<file path="config.mk">
export PLATFORM = sky130hd
export DESIGN_NAME = fc_mac_arbiter
export DESIGN_NICKNAME = d
export VERILOG_FILES = /design/src/rtl/fc_pkg.sv /design/src/rtl/fc_rr_picker.sv /design/src/rtl/fc_mac_arbiter.sv
export SDC_FILE = /design/constraint.sdc
export NUM_CORES = 1
export LEC_CHECK = 0
export CORE_MARGIN = 1
export CORE_UTILIZATION = 42
export CTS_CLUSTER_DIAMETER = 100
export DETAILED_ROUTE_END_ITERATION = 16
export PLACE_DENSITY = 0.89
export SLEW_MARGIN = 20
export SYNTH_ARGS = -nofsm -noshare
export SYNTH_HDL_FRONTEND = slang
export SYNTH_SLANG_ARGS = --single-unit
</file>
<file path="constraint.sdc">
create_clock -name clk -period 4.2 [get_ports clk]
set_input_delay 1.26 -clock clk [delete_from_list [all_inputs] [get_ports clk]]
set_output_delay 1.26 -clock clk [all_outputs]
set_load 0.1 [all_outputs]
</file>
<file path="src/rtl/fc_pkg.sv">
// fc_pkg: shared state encoding and default sizing for the fc MAC arbiter
package fc_pkg;
  typedef enum logic [2:0] {IDLE, CLEAR, STREAM, DRAIN, RESULT} arb_state_t;
  localparam int DEF_N_REQ = 2;
  localparam int DEF_WIDTH = 16;
  localparam int DEF_MAC_LAT = 3;
endpackage

</file>
<file path="src/rtl/fc_rr_picker.sv">
// fc_rr_picker: rotate-priority encoder, nearest requester after last_grant wins
module fc_rr_picker #(
  parameter int N_REQ = 2,
  parameter int IW = $clog2(N_REQ)
) (
  input  logic [N_REQ-1:0] req,
  input  logic [IW-1:0]    last_grant,
  output logic [N_REQ-1:0] pick,
  output logic             any
);
  // scan farthest to nearest so the nearest asserted requester overwrites
  always_comb begin
    pick = '0;
    for (int i = N_REQ; i >= 1; i--)
      if (req[(int'(last_grant) + i) % N_REQ]) pick = N_REQ'(1) << ((int'(last_grant) + i) % N_REQ);
  end
  assign any = |req;
endmodule

</file>
<file path="src/rtl/fc_mac_arbiter.sv">
// fc_mac_arbiter: round-robin job scheduler sharing one saturating MAC between fc controllers
module fc_mac_arbiter
  import fc_pkg::*;
#(
  parameter int WIDTH = DEF_WIDTH,
  parameter int N_REQ = DEF_N_REQ,
  parameter int LEN_W = 8,
  parameter int MAC_LAT = DEF_MAC_LAT,
  parameter int RELU = 1
) (
  input  logic                         clk,
  input  logic                         reset,
  input  logic [N_REQ-1:0]             req_valid,
  input  logic [N_REQ-1:0][LEN_W-1:0]  req_len,
  output logic [N_REQ-1:0]             req_ready,
  input  logic [N_REQ-1:0]             op_valid,
  input  logic [N_REQ-1:0][WIDTH-1:0]  op_a,
  input  logic [N_REQ-1:0][WIDTH-1:0]  op_b,
  output logic [N_REQ-1:0]             op_ready,
  output logic [N_REQ-1:0]             res_valid,
  output logic [WIDTH-1:0]             res_data,
  input  logic [N_REQ-1:0]             res_ready,
  output logic                         mac_clear,
  output logic [WIDTH-1:0]             mac_a,
  output logic [WIDTH-1:0]             mac_b,
  output logic                         mac_valid_in,
  input  logic [WIDTH-1:0]             mac_f
);
  localparam int IW = $clog2(N_REQ);
  localparam int DW = $clog2(MAC_LAT + 1);
  arb_state_t state;
  logic [IW-1:0] g, last_grant, pick_idx;
  logic [LEN_W-1:0] len;
  logic [LEN_W:0] cnt;
  logic [DW-1:0] dcnt;
  logic [WIDTH-1:0] res_q;
  logic [N_REQ-1:0] pick, onehot_g;
  logic any;
  fc_rr_picker #(.N_REQ(N_REQ), .IW(IW)) u_picker (
    .req(req_valid),
    .last_grant(last_grant),
    .pick(pick),
    .any(any)
  );
  always_comb begin
    pick_idx = '0;
    for (int i = 0; i < N_REQ; i++)
      if (pick[i]) pick_idx = IW'(i);
  end
  assign onehot_g = N_REQ'(1) << g;
  // grant is gated by reset so nothing is offered while the block is held in reset
  assign req_ready = (state == IDLE && !reset) ? pick : '0;
  assign op_ready = state == STREAM ? onehot_g : '0;
  assign res_valid = state == RESULT ? onehot_g : '0;
  assign res_data = state == RESULT ? res_q : '0;
  assign mac_valid_in = state == STREAM && op_valid[g];
  assign mac_a = state == STREAM ? op_a[g] : '0;
  assign mac_b = state == STREAM ? op_b[g] : '0;
  assign mac_clear = reset || state == CLEAR;
  always_ff @(posedge clk or posedge reset)
    if (reset) begin
      state <= IDLE;
      g <= '0;
      len <= '0;
      cnt <= '0;
      dcnt <= '0;
      last_grant <= IW'(N_REQ - 1);
      res_q <= '0;
    end else
      case (state)
        IDLE: if (any) begin
          g <= pick_idx;
          len <= req_len[pick_idx];
          state <= CLEAR;
        end
        CLEAR: begin
          cnt <= '0;
          dcnt <= DW'(MAC_LAT);
          state <= len == '0 ? DRAIN : STREAM;
        end
        STREAM: if (op_valid[g]) begin
          cnt <= cnt + 1'b1;
          if (cnt + 1'b1 == {1'b0, len}) begin
            dcnt <= DW'(MAC_LAT);
            state <= DRAIN;
          end
        end
        DRAIN: begin
          dcnt <= dcnt - 1'b1;
          if (dcnt == DW'(1)) begin
            res_q <= (RELU != 0 && mac_f[WIDTH-1]) ? '0 : mac_f;
            state <= RESULT;
          end
        end
        RESULT: if (res_ready[g]) begin
          last_grant <= g;
          state <= IDLE;
        end
        default: state <= IDLE;
      endcase
endmodule

</file>
==> results.json <==
{
  "path_class": "in2out",
  "synth_edf_count": 0,
  "die-area_sq_mm": 0.00699,
  "cts_tree": "yes",
  "ioPinCount": 160,
  "grt_pass1_wl_mm": 15.4,
  "status": "finished clean",
  "die_x_um": 83.6,
  "cts_sinks": 39,
  "synth_ff_type": "dfrtp_1",
  "setup-violations-final": 0,
  "rsz0062_at_grt": "false",
  "met2_usage_pct": 50.3,
  "clkTransAtPathRegs_ps": 80,
  "syn-cell-area_sq_mm": 0.00280,
  "wire_per_inst_um": 16.8,
  "post-route-period-util_pct": 93.2,
  "start_util_pct": 43.8,
  "drt_iter0_markers": 152,
  "place_hpwl_mm": 7.46,
  "p_sw_uw": 2330,
  "power.density_mw_per_mm2": 851,
  "fmax_mhz": 255,
  "drc": 0,
  "combPwrFrac_pct": 73.7,
  "antenna_found_initial": 0,
  "seqPwrFrac_pct": 17.3,
  "top_usage_layer": "met2",
  "port-buffer-count": 158,
  "worst_pin_slew_ps": 939,
  "cp_max_fo": 4,
  "grt_max_degree": 40,
  "p_int_uw": 1820,
  "period_needed_ps": 3910,
  "ys_ff_latch": 39,
  "finalWirelength_mm": 9.51,
  "async_flop_share_pct": 100,
  "synth_cells": 342,
  "grt_use_total_pct": 27.4,
  "sw_frac_of_total_pct": 56.2,
  "slew_headroom_pct": 37.2,
  "root_buffer": "clkbuf_8",
  "grtUsageMet1_pct": 30.4,
  "grt_remaining_overflow": 0,
  "ys_seq_area_share_pct": 34.9,
  "htreeDepth": 2,
  "critPathLaunchType": "input pin",
  "post_cts_resized": 0,
  "grt_pass1_vias": 3210,
  "setup_tns_ps": 0,
  "ys_warn_count": 0,
  "r2r_slack_ps": 1970,
  "peakVddDrop_v": 0.000942,
  "drive_above_1_share_pct": 17.0,
  "core_sq_mm": 0.00639,
  "required_ps": 2940,
  "drt-pass1-iter-count": 4,
  "total_power_uw": 4150,
  "vias": 3103,
  "final_max_slew_viol_count": 0,
  "cp-end-kind": "primary output",
  "p_leak_uw": 0.00216,
  "arrival_ps": 2650,
  "fin_nets": 593,
  "cap_violations": 0,
  "holdCritPathClass": "reg2reg",
  "syn_area_per_cell_sq_um": 8.18,
  "dieHeight_um": 83.6,
  "vias_per_cell": 5.49,
  "grt_use_met3_pct": 6.73,
  "synthToLayoutAreaGrowth_pct": 74.1,
  "gp_congestion": 0.853,
  "antenna_cells": 0,
  "cts_setup_buffers": 0,
  "clkPwrFrac_pct": 9.0,
  "ant_nets": 0,
  "clock_skew_ps": 4.64,
  "cts_hold_buf": 0,
  "cts_buffer_depth": 2,
  "synth_cell_type_count": 43,
  "clock_latency_ps": 290,
  "hold_viol": 0,
  "cts_buffers": 5,
  "rows": 29,
  "synth_nets": 448
}
## cells by family after synthesis
group / count (synthesis) / share of synthesized area (%)
adder cells (fa/ha/maj): 2 / 0.894
AO/OA/AOI/OAI: 65 / 13.2
AND/OR/NAND/NOR: 147 / 26.1
flip-flops: 39 / 34.9
buffers and inverters: 32 / 4.96
multiplexers: 43 / 15.5
XOR/XNOR: 13 / 4.34
other: 1 / 0.134
## power groups by stage
stage,sequential [uW],clock [uW],combinational [uW]
floorplan,618,0,2090
global placement,704,0,3000
detailed placement,716,0,3050
CTS,711,376,3060
global route,742,392,3190
finish,717,375,3050
## worst paths after layout
check                        startpoint           end  cells after the start
max                        req_valid[1]  req_ready[1]                      4
min                            res_q[9]      res_q[9]                      2
max reg2reg                      cnt[0]      state[0]                      7
min reg2reg                    res_q[9]      res_q[9]                      2
max in group asynchronous         reset             g                      3
min in group asynchronous         reset      res_q[3]                      3
## through the flow
stage	area, sq um	cells	hold slack, ps	worst slack (ps)	util [%]
floorplan	2820	342	442	117	-
global placement	4740	557	453	331	74.2
detailed placement	4740	557	462	295	74.2
CTS	4870	565	482	293	76.3
global route	4870	565	517	202	76.3
finish	4870	565	482	285	76.3
## Yosys cell counts, drive strengths merged (2+ instances only)
master | number | area, sq um
nor3 | 3 | 15.0
ha | 2 | 25.0
nor4 | 3 | 25.0
buf | 11 | 60.1
and2 | 2 | 15.0
nor2b | 5 | 31.3
nor2 | 58 | 218
nand2 | 26 | 97.6
nand2b | 18 | 113
xnor2 | 6 | 60.1
mux2 | 2 | 22.5
inv | 7 | 26.3
or2 | 3 | 18.8
o21ai | 34 | 170
mux2i | 41 | 410
xor2 | 7 | 61.3
nand3 | 5 | 25.0
o31ai | 4 | 30.0
a21boi | 2 | 15.0
a21oi | 18 | 90.1
clkbuf | 14 | 52.6
nand4 | 4 | 40.0
dfrtp | 38 | 951
and3 | 17 | 106
## cell type report
class	count	area, sq um
clock buffers	5	68.8
clock inverters	3	67.6
well taps	77	96.3
multi-input cells	271	1700
flip-flops and latches	39	978
fillers	416	1510
repair buffers	163	1930
inverters	7	26.3
## sequential cells by signal (all words and copies together), names as in the netlist
| register | cells |
|---|---|
| cnt | 9 |
| dcnt | 2 |
| g | 1 |
| last_grant | 1 |
| len | 8 |
| res_q | 15 |
| state | 3 |
## routing by layer
| layer | wire, um | up-vias |
|---|---|---|
| li1 | - | 1459 |
| met5 | 0 | - |
| met1 | 3580 | 1479 |
| met4 | 293 | 0 |
| met3 | 570 | 32 |
| met2 | 5070 | 133 |
## cells in the final DEF (no fill, tap or decap), types with 7 or more instances in the layout
cell             instances
clkdlybuf4s50_1        103
nor2_1                  58
mux2i_1                 41
dfrtp_1                 37
buf_12                  36
o21ai_0                 33
nand2_1                 26
buf_4                   24
nand2b_1                18
a21oi_1                 18
and3_1                  16
inv_1                    7
xor2_1                   7
## critical path, stage by stage
cell	delay (ps)
clkdlybuf4s50_1	530
a21boi_1	410
and3_2	280
buf_12	170
Note: power is estimated with default switching activity, not from simulation.
